[config.mk]
export PLATFORM = sky130hd
export DESIGN_NAME = tick_prescaler
export DESIGN_NICKNAME = d
export VERILOG_FILES = /design/src/rtl/tick_prescaler.sv
export SDC_FILE = /design/constraint.sdc
export NUM_CORES = 1
export LEC_CHECK = 0
export CAP_MARGIN = 5
export CORE_UTILIZATION = 30
export CTS_CLUSTER_DIAMETER = 100
export DETAILED_ROUTE_END_ITERATION = 8
export PLACE_DENSITY = 0.46
export SYNTH_ARGS = -nofsm -noshare
export SYNTH_HDL_FRONTEND = slang
export SYNTH_SLANG_ARGS = --single-unit
[constraint.sdc]
create_clock -name clk -period 5.3 [get_ports clk]
set_input_delay 0.53 -clock clk [delete_from_list [all_inputs] [get_ports clk]]
set_output_delay 0.53 -clock clk [all_outputs]
set_load 0.1 [all_outputs]
[src/rtl/tick_prescaler.sv]
// Two-stage tick prescaler: a programmable base divisor produces ms ticks, and an optional
// second stage (built only when TICK_PRESCALER_SEC_EN is defined) divides ms ticks into sec ticks.
module tick_prescaler #(
  parameter int CNT_W       = 16,
  parameter int DIV_DEFAULT = 5000,
  parameter int SEC_DIV     = 1000,
  parameter int SEC_W       = 10
) (
  input  logic             clk,
  input  logic             rst,
  input  logic             en,
  input  logic             clr,
  input  logic [CNT_W-1:0] div_val,
  input  logic             div_load,
  output logic             div_ack,
  output logic             ms,
  output logic             sec
);

  logic [CNT_W-1:0] cnt;
  logic [CNT_W-1:0] div_reg;
  logic [CNT_W-1:0] pend_val;
  logic             pend_flag;
  logic [CNT_W-1:0] div_last;
  logic             wrap;

  // A divisor of 0 behaves as 1, so the terminal count is 0 in both cases.
  always_comb begin
    div_last = '0;
    if (div_reg != '0) div_last = div_reg - 1'b1;
    wrap = en && !clr && (cnt == div_last);
  end

  always_ff @(posedge clk or posedge rst) begin
    if (rst) begin
      cnt       <= '0;
      div_reg   <= CNT_W'(DIV_DEFAULT);
      pend_val  <= '0;
      pend_flag <= 1'b0;
      ms        <= 1'b0;
      div_ack   <= 1'b0;
    end else begin
      ms      <= 1'b0;
      div_ack <= 1'b0;
      if (clr) begin
        cnt <= '0;
      end else if (wrap) begin
        cnt <= '0;
        ms  <= 1'b1;
        if (pend_flag) begin
          div_reg   <= pend_val;
          pend_flag <= 1'b0;
          div_ack   <= 1'b1;
        end
      end else if (en) begin
        cnt <= cnt + 1'b1;
      end
      // Placed last so a load on an application edge re-arms the flag for the next wrap.
      if (div_load) begin
        pend_val  <= div_val;
        pend_flag <= 1'b1;
      end
    end
  end

`ifdef TICK_PRESCALER_SEC_EN
  logic [SEC_W-1:0] scnt;

  always_ff @(posedge clk or posedge rst) begin
    if (rst) begin
      scnt <= '0;
      sec  <= 1'b0;
    end else begin
      sec <= 1'b0;
      if (clr) begin
        scnt <= '0;
      end else if (wrap) begin
        if (scnt == SEC_W'(SEC_DIV - 1)) begin
          scnt <= '0;
          sec  <= 1'b1;
        end else begin
          scnt <= scnt + 1'b1;
        end
      end
    end
  end
`else
  logic unused_sec_cfg;
  assign unused_sec_cfg = (SEC_DIV + SEC_W) != 0;
  assign sec = 1'b0;
`endif

endmodule

==> tab_implementation.tex, run 1 <==
\begin{tabular}{lr}
\hline
Metric & Value \\
\hline
\multicolumn{2}{l}{\textbf{Min path}} \\
\quad Hold Path Cell Cnt & 1 \\
\quad Worst hold path class & reg -> reg \\
\quad Startpoint of the tightest hold check path & pend\_val[8] \\
\quad Worst hold endpoint & div\_reg[8] \\
\multicolumn{2}{l}{\textbf{Clock tree}} \\
\quad Number of H-tree levels & 2 \\
\quad CTS root buf & clkbuf\_8 \\
\quad Number of sinks driven by the clock tree & 51 \\
\quad CTS tree & yes \\
\quad Clock latency at the later pin of the worst-skew pair & 0.31 ns \\
\quad Worst-path clk slew & around 0.1 ns \\
\quad Total CTS buffers & 5 \\
\quad Post-CTS Setup Inserts & 0 \\
\quad Post-cts gate resize count & 0 \\
\quad Hold-fix buffers at CTS & 0 \\
\quad Maximum count of clock buffers along a single path & 2 \\
\multicolumn{2}{l}{\textbf{Finish}} \\
\quad Number of nets in the final layout & 333 \\
\quad Highest-count cells in the layout ignoring fill and taps & 46 x dfrtp\_1, 28 x nor2\_1, 23 x mux2\_2, 22 x clkdlybuf4s50\_1, 16 x nand2\_1 \\
\quad Fraction of final layout cells with drive strength greater than 1 & between 10\% and 20\% \\
\quad Footprint of the flip-flops and latches & 1280 um2 \\
\quad Number of filler instances in the final layout & 992 \\
\quad Area growth syn-to-layout & 12.7\% \\
\quad Final instance area & 3480 um2 \\
\quad Most frequent standard cell in the layout excluding fill and tap cells & dfrtp\_1 \\
\quad \# diodes & 0 \\
\quad Footprint of the multi-input gates & 1660 um2 \\
\quad Final standard cell count with taps included and fillers excluded & 444 \\
\multicolumn{2}{l}{\textbf{Power}} \\
\quad Leakage power summed over all cells & roughly 0.0014 uW \\
\quad Switching Share & 37.7\% \\
\quad Share of total power in the clock network & 19.2\% \\
\quad Pwr/cell area & 349 nW/um2 \\
\quad Peak ir drop on the vdd network & 174 uV \\
\quad Relative contribution of sequential cells to total power & 38.7\% \\
\quad Sw Pwr & 458 uW \\
\quad Combinational Power Share & 42.1\% \\
\quad Power Internal & 757 uW \\
\multicolumn{2}{l}{\textbf{Setup path}} \\
\quad End of the worst register-to-register path & div\_reg[13] \\
\quad Crit path capture type & flip-flop \\
\quad Critical path arrival & 4.15 ns \\
\quad Critical path class & reg -> reg \\
\quad Startpoint type of the worst setup path & flip-flop \\
\quad Worst-path maximum fanout & 17 \\
\quad Critical Path Source & div\_reg[0] \\
\quad Worst r2r path cells & 11 \\
\quad Setup slack of the most critical reg-to-reg path & 1.35 ns \\
\quad Worst EP required & around 5.5 ns \\
\quad Worst R2R Start & div\_reg[0] \\
\multicolumn{2}{l}{\textbf{Routing}} \\
\quad WL/cell & roughly 15 um \\
\quad Drt first pass iters & 4 \\
\quad Routed vias/inst & 5.03 \\
\quad Count of vias placed by the detailed router & 2235 \\
\quad Antenna Nets Post-Route & 0 \\
\quad DRC marker count from the first detailed-route iteration & 74 \\
\quad Routed WL & 6540 um \\
\quad DRC violations left & 0 \\
\multicolumn{2}{l}{\textbf{STA}} \\
\quad Max Slew Vio Count & 0 \\
\quad Period utilisation layout & 74.6\% \\
\quad Setup Total Neg Slack & 0 ns \\
\quad Least setup slack across all paths after layout & around 1.3 ns \\
\quad Number of hold violations in the final report & 0 \\
\quad Tightest slew margin relative to the limit & 35.4\% \\
\quad Clock Skew & 0.00936 ns \\
\quad Count of endpoints failing setup in the final report & 0 \\
\quad RSZ-0062 raised after global routing & false \\
\quad Final worst hold slack & 0.511 ns \\
\quad Worst-margin pin slew & between 0.9 and 1 ns \\
\quad Highest Clock Rate & about 0.25 GHz \\
\quad Clock period minus worst slack & 3.95 ns \\
\multicolumn{2}{l}{\textbf{Placed design}} \\
\quad Worst slack at placement & 1.33 ns \\
\quad Final weighted congestion in routability-driven placement & 0.879 \\
\quad Number of instances in the placed design & 436 \\
\quad Post-detailed-placement half-perimeter wirelength & $\sim$4700 um \\
\quad Total cell area at the placement stage & 3390 um2 \\
\quad Number of buffers inserted by port buffering & 22 \\
\multicolumn{2}{l}{\textbf{Floorplan}} \\
\quad Number of primary I/O pins & 24 \\
\quad Full die area & 10700 um2 \\
\quad Core footprint & 9860 um2 \\
\quad Vertical extent of the die & 103 um \\
\quad Starting Density & 31.3\% \\
\quad Die W & between 100 and 150 um \\
\quad Standard-cell rows & 36 \\
\multicolumn{2}{l}{\textbf{Global route}} \\
\quad Initial antenna violation count & 0 \\
\quad Overall overflow remaining after global route & 0 \\
\quad Via count of the first global-routing pass & 2132 \\
\quad Maximum number of pins on one net before global-route repair & 52 \\
\quad Wire length of the first global-routing pass & 11100 um \\
\quad Total routing usage reported by global routing & a little over an eighth \\
\multicolumn{2}{l}{\textbf{Logic synthesis}} \\
\quad Netlist Area Pre-Place & 3080 um2 \\
\quad Warnings from Yosys & 0 \\
\quad Number of synthesized flops with an enable pin & 0 \\
\quad Avg Synthesized Cell Area & 10.3 um2 \\
\quad Fraction of the yosys area taken by sequential cells & approximately two fifths \\
\quad Syn\_nets & between 300 and 400 \\
\quad Number of flip-flops and latches in the synthesized netlist & 51 \\
\quad Top flip-flop cell by instance count after synthesis & dfrtp\_1 \\
\quad Cell count after synthesis & 299 \\
\quad Share of synthesized flip-flops with an asynchronous set or reset & 100\% \\
\quad Distinct cell type count after synthesis & 61 \\
\multicolumn{2}{l}{\textbf{Flow run}} \\
\quad Max\_cap viols & 0 \\
\multicolumn{2}{l}{\textbf{Status}} \\
\quad Status & completed \\
\hline
\end{tabular}
critical path: stages, from the launching register on:
cell	delay [ns]
dfrtp_1	0.46
inv_1	0.12
ha_1	0.22
nor3b_4	0.40
a21boi_0	0.20
or4_1	0.52
a2111oi_2	0.37
a211oi_1	0.10
or4b_4	0.56
nor4_4	0.21
buf_4	0.31
mux2_2	0.37
through the flow:
stage	total power (uW)	utilization [%]
after detailed placement	994	34.3
after global routing	1300	35.2
final	1210	35.2
after global placement	991	34.3
after floorplan	876	-
after CTS	1230	35.2
final cells by class:
cell class,count,share of cell area [%]
clock inverters,2,0.504
flip-flops and latches,51,36.9
well taps,133,4.79
multi-input cells,219,47.9
repair buffers,25,6.98
clock buffers,6,2.09
inverters,8,0.864
power groups by stage:
stage	clock, uW	combinational, uW	sequential (uW)
3_5_place_dp	0	516	478
2_1_floorplan	0	426	450
5_1_grt	262	565	478
4_1_cts	244	518	471
6_report	233	512	470
3_3_place_gp	0	512	478
routing by layer:
metal	global-route usage, %	share of wire (%)
met1	19.9	51
met4	3.25	0.99
met2	21.0	45
met3	2.49	2.9
met5	0	0
logic make-up after synthesis:
| family | Yosys count | share of synthesized area (%) |
|---|---|---|
| other | 1 | 0.122 |
| adders and majority gates | 2 | 0.811 |
| and+or+nand+nor | 115 | 22.1 |
| muxes | 33 | 13.1 |
| DFF | 51 | 41.6 |
| AOI/OAI and AO/OA | 39 | 9.09 |
| xor gates and xnor gates | 29 | 8.72 |
| buffers and inverters | 29 | 4.46 |
worst max path at each step:
stage               cells past startpoint  slack [ns]     endpoint
floorplan                              11        1.55   div_reg[0]
global placement                       11        1.44  div_reg[13]
detailed placement                     11        1.33  div_reg[11]
finish                                 11        1.35  div_reg[13]
global route                           11        1.06  div_reg[13]
CTS                                    11        1.31  div_reg[13]
cell usage after synthesis (2+ instances only):
cell	count	area, um2
nand3_1	6	30.0
nand2_1	16	60.1
nand4_1	12	75.1
buf_4	2	15.0
a211oi_1	5	37.5
ha_1	2	25.0
nor2_1	28	105
a21boi_0	3	22.5
xor2_1	14	123
nor4bb_1	2	20.0
inv_1	8	30.0
dfstp_2	5	131
mux2_2	23	259
xnor2_1	14	123
nor4b_1	3	26.3
buf_2	2	10.0
nor4_4	2	42.5
nor3b_1	3	22.5
dfrtp_1	46	1150
or3_1	5	31.3
a21oi_1	4	20.0
mux2_4	9	135
nand3b_1	4	30.0
nand4b_1	2	17.5
o21ai_0	8	40.0
a31oi_1	3	18.8
o31ai_1	3	22.5
nor4_1	4	25.0
nor3_1	12	60.1
nor2b_1	3	18.8
clkbuf_1	14	52.6
nand2b_1	3	18.8
Note: power is estimated with default switching activity, not from simulation.
==> run 2, diff against run 1 <==
- clock period: 5.3 -> 4 ns (I/O delays scaled with it)
==> run 2 against run 1 <==
Compared with the run above:
- wire length is 1.6% higher
- register-to-register slack got worse by 1.1 ns
- via count grew 1.5%
==> tab_implementation.tex, run 2 (synthesized netlist as in run 1, its figures left out) <==
\begin{tabular}{lr}
\hline
Metric & Value \\
\hline
\multicolumn{2}{l}{\textbf{Finish}} \\
\quad Most frequent standard cell in the layout excluding fill and tap cells & dfrtp\_1 \\
\quad Final instance area & 3560 um2 (+2.3\%) \\
\quad \# diodes & 0 (unchanged) \\
\quad Area growth syn-to-layout & 15.3\% \\
\quad Util after Layout & 36.1\% (+0.82 points) \\
\quad Number of nets in the final layout & 338 (+1.5\%) \\
\quad Highest-count cells in the layout ignoring fill and taps & 46 x dfrtp\_1, 28 x nor2\_1, 23 x mux2\_2, 22 x clkdlybuf4s50\_1, 16 x nand2\_1 \\
\quad Fraction of final layout cells with drive strength greater than 1 & 20.3\% (+1.6 points) \\
\multicolumn{2}{l}{\textbf{Global route}} \\
\quad Overall overflow remaining after global route & 0 (unchanged) \\
\quad Initial antenna violation count & 0 (unchanged) \\
\quad Wire length of the first global-routing pass & 11000 um (-0.68\%) \\
\quad Total routing usage reported by global routing & 13.7\% (-0.020 points) \\
\quad Via count of the first global-routing pass & 2125 (-0.33\%) \\
\quad Maximum number of pins on one net before global-route repair & 52 (unchanged) \\
\multicolumn{2}{l}{\textbf{Floorplan}} \\
\quad Number of primary I/O pins & 24 (unchanged) \\
\quad Full die area & 10700 um2 (unchanged) \\
\quad Die W & 103 um (unchanged) \\
\quad Vertical extent of the die & 103 um (unchanged) \\
\quad Core footprint & 9860 um2 (unchanged) \\
\quad Standard-cell rows & 36 (unchanged) \\
\quad Starting Density & 31.3\% (unchanged) \\
\multicolumn{2}{l}{\textbf{Routing}} \\
\quad Count of vias placed by the detailed router & 2269 (+1.5\%) \\
\quad DRC violations left & 0 (unchanged) \\
\quad Routed vias/inst & 5.05 (+0.39\%) \\
\quad DRC marker count from the first detailed-route iteration & 80 (+8.1\%) \\
\quad WL/cell & 14.8 um (+0.47\%) \\
\quad Routed WL & 6650 um (+1.6\%) \\
\quad Antenna Nets Post-Route & 0 (unchanged) \\
\quad Drt first pass iters & 4 (unchanged) \\
\multicolumn{2}{l}{\textbf{STA}} \\
\quad Setup Total Neg Slack & 0 ns (unchanged) \\
\quad Period utilisation layout & 92.7\% (+18 points) \\
\quad Clock period minus worst slack & 3.71 ns (-0.245 ns) \\
\quad Clock Skew & 0.00847 ns (-0.000890 ns) \\
\quad Tightest slew margin relative to the limit & 28.9\% (-6.6 points) \\
\quad Highest Clock Rate & 0.270 GHz (+6.6\%) \\
\quad Final worst hold slack & 0.510 ns (-0.00101 ns) \\
\quad RSZ-0062 raised after global routing & false \\
\quad Count of endpoints failing setup in the final report & 0 (unchanged) \\
\quad Worst-margin pin slew & 1.07 ns (+0.0999 ns) \\
\quad Max Slew Vio Count & 0 (unchanged) \\
\quad Number of hold violations in the final report & 0 (unchanged) \\
\multicolumn{2}{l}{\textbf{Clock tree}} \\
\quad Hold-fix buffers at CTS & 0 (unchanged) \\
\quad CTS tree & yes \\
\quad Clock latency at the later pin of the worst-skew pair & 0.31 ns (about the same) \\
\quad Number of sinks driven by the clock tree & 51 (unchanged) \\
\quad CTS root buf & clkbuf\_8 \\
\quad Post-cts gate resize count & 0 (unchanged) \\
\quad Maximum count of clock buffers along a single path & 2 (unchanged) \\
\quad Total CTS buffers & 5 (unchanged) \\
\quad Worst-path clk slew & 0.10 ns (about the same) \\
\quad Number of H-tree levels & 2 (unchanged) \\
\multicolumn{2}{l}{\textbf{Status}} \\
\quad Status & completed \\
\multicolumn{2}{l}{\textbf{Setup path}} \\
\quad Worst-path maximum fanout & 17 (unchanged) \\
\quad Critical path class & reg -> reg \\
\quad Setup slack of the most critical reg-to-reg path & 0.29 ns (-1.05 ns) \\
\quad Worst EP required & 4.21 ns (-1.29 ns) \\
\quad Crit path capture type & flip-flop \\
\quad Startpoint type of the worst setup path & flip-flop \\
\quad Critical path arrival & 3.92 ns (-0.23 ns) \\
\multicolumn{2}{l}{\textbf{Flow run}} \\
\quad Max\_cap viols & 0 (unchanged) \\
\multicolumn{2}{l}{\textbf{Power}} \\
\quad Pwr/cell area & 486 nW/um2 (+39\%) \\
\quad Peak ir drop on the vdd network & 243 uV (+40\%) \\
\quad Total chip power & 1730 uW (+42\%) \\
\quad Leakage power summed over all cells & 0.00142 uW (+3.1\%) \\
\multicolumn{2}{l}{\textbf{Min path}} \\
\quad Worst hold path class & reg -> reg \\
\multicolumn{2}{l}{\textbf{Placed design}} \\
\quad Total cell area at the placement stage & 3430 um2 (+1.3\%) \\
\quad Number of buffers inserted by port buffering & 22 (unchanged) \\
\quad Post-detailed-placement half-perimeter wirelength & 4860 um (+2.5\%) \\
\quad Final weighted congestion in routability-driven placement & 0.799 (-9.1\%) \\
\hline
\end{tabular}
## run 2: metal layers
metal | vias up | wire length (um) | GRT usage, %
met1 | 1118 | 3400 | 19.8
met5 | - | 0 | 0
met3 | 5 | 199 | 2.42
li1 | 1107 | - | -
met4 | 0 | 59 | 3.68
met2 | 39 | 2990 | 20.8
## run 2: layout make-up
cell class | instances | area [um2]
well taps | 133 | 166
clock inverters | 2 | 38.8
fillers | 991 | 6310
repair buffers | 30 | 293
multi-input cells | 219 | 1660
clock buffers | 6 | 82.6
inverters | 8 | 30.0
flip-flops and latches | 51 | 1280
## run 2: worst max-delay path: stages (launching register included)
cell      delay, ns
dfrtp_1        0.39
buf_4          0.16
or4_4          0.58
or3_1          0.35
a2111o_1       0.44
a21oi_1        0.20
a211oi_1       0.08
or4b_4         0.56
nor4_4         0.28
buf_12         0.22
mux2_2         0.35
## run 2: worst paths after layout
path / end / cells after the start / startpoint
max reg2reg: div_reg[13] / 10 / div_reg[0]
min reg2reg: div_reg[14] / 1 / pend_val[14]
max in group asynchronous: div_reg[11] / 2 / rst
min: div_reg[14] / 1 / pend_val[14]
max: div_reg[13] / 10 / div_reg[0]
min in group asynchronous: pend_val[4] / 2 / rst
## run 2: power breakdown
part / switching, uW / internal (uW) / leakage [uW]
registers: 59.4 / 560 / 0.000649
logic: 372 / 343 / 0.000705
clock network: 187 / 206 / 0.0000618
## run 2: timing repair
action | in CTS | in global routing
setup buffers | 0 | 1
endpoints found under the hold margin | 0 | 0
endpoints found under the setup margin | 0 | 5
## run 2: through the flow
step / instances / setup slack [ns]
after global routing: 449 / 0.178
after global placement: 440 / 0.293
after CTS: 448 / 0.195
after floorplan: 299 / 0.255
final: 449 / 0.291
after detailed placement: 440 / 0.225
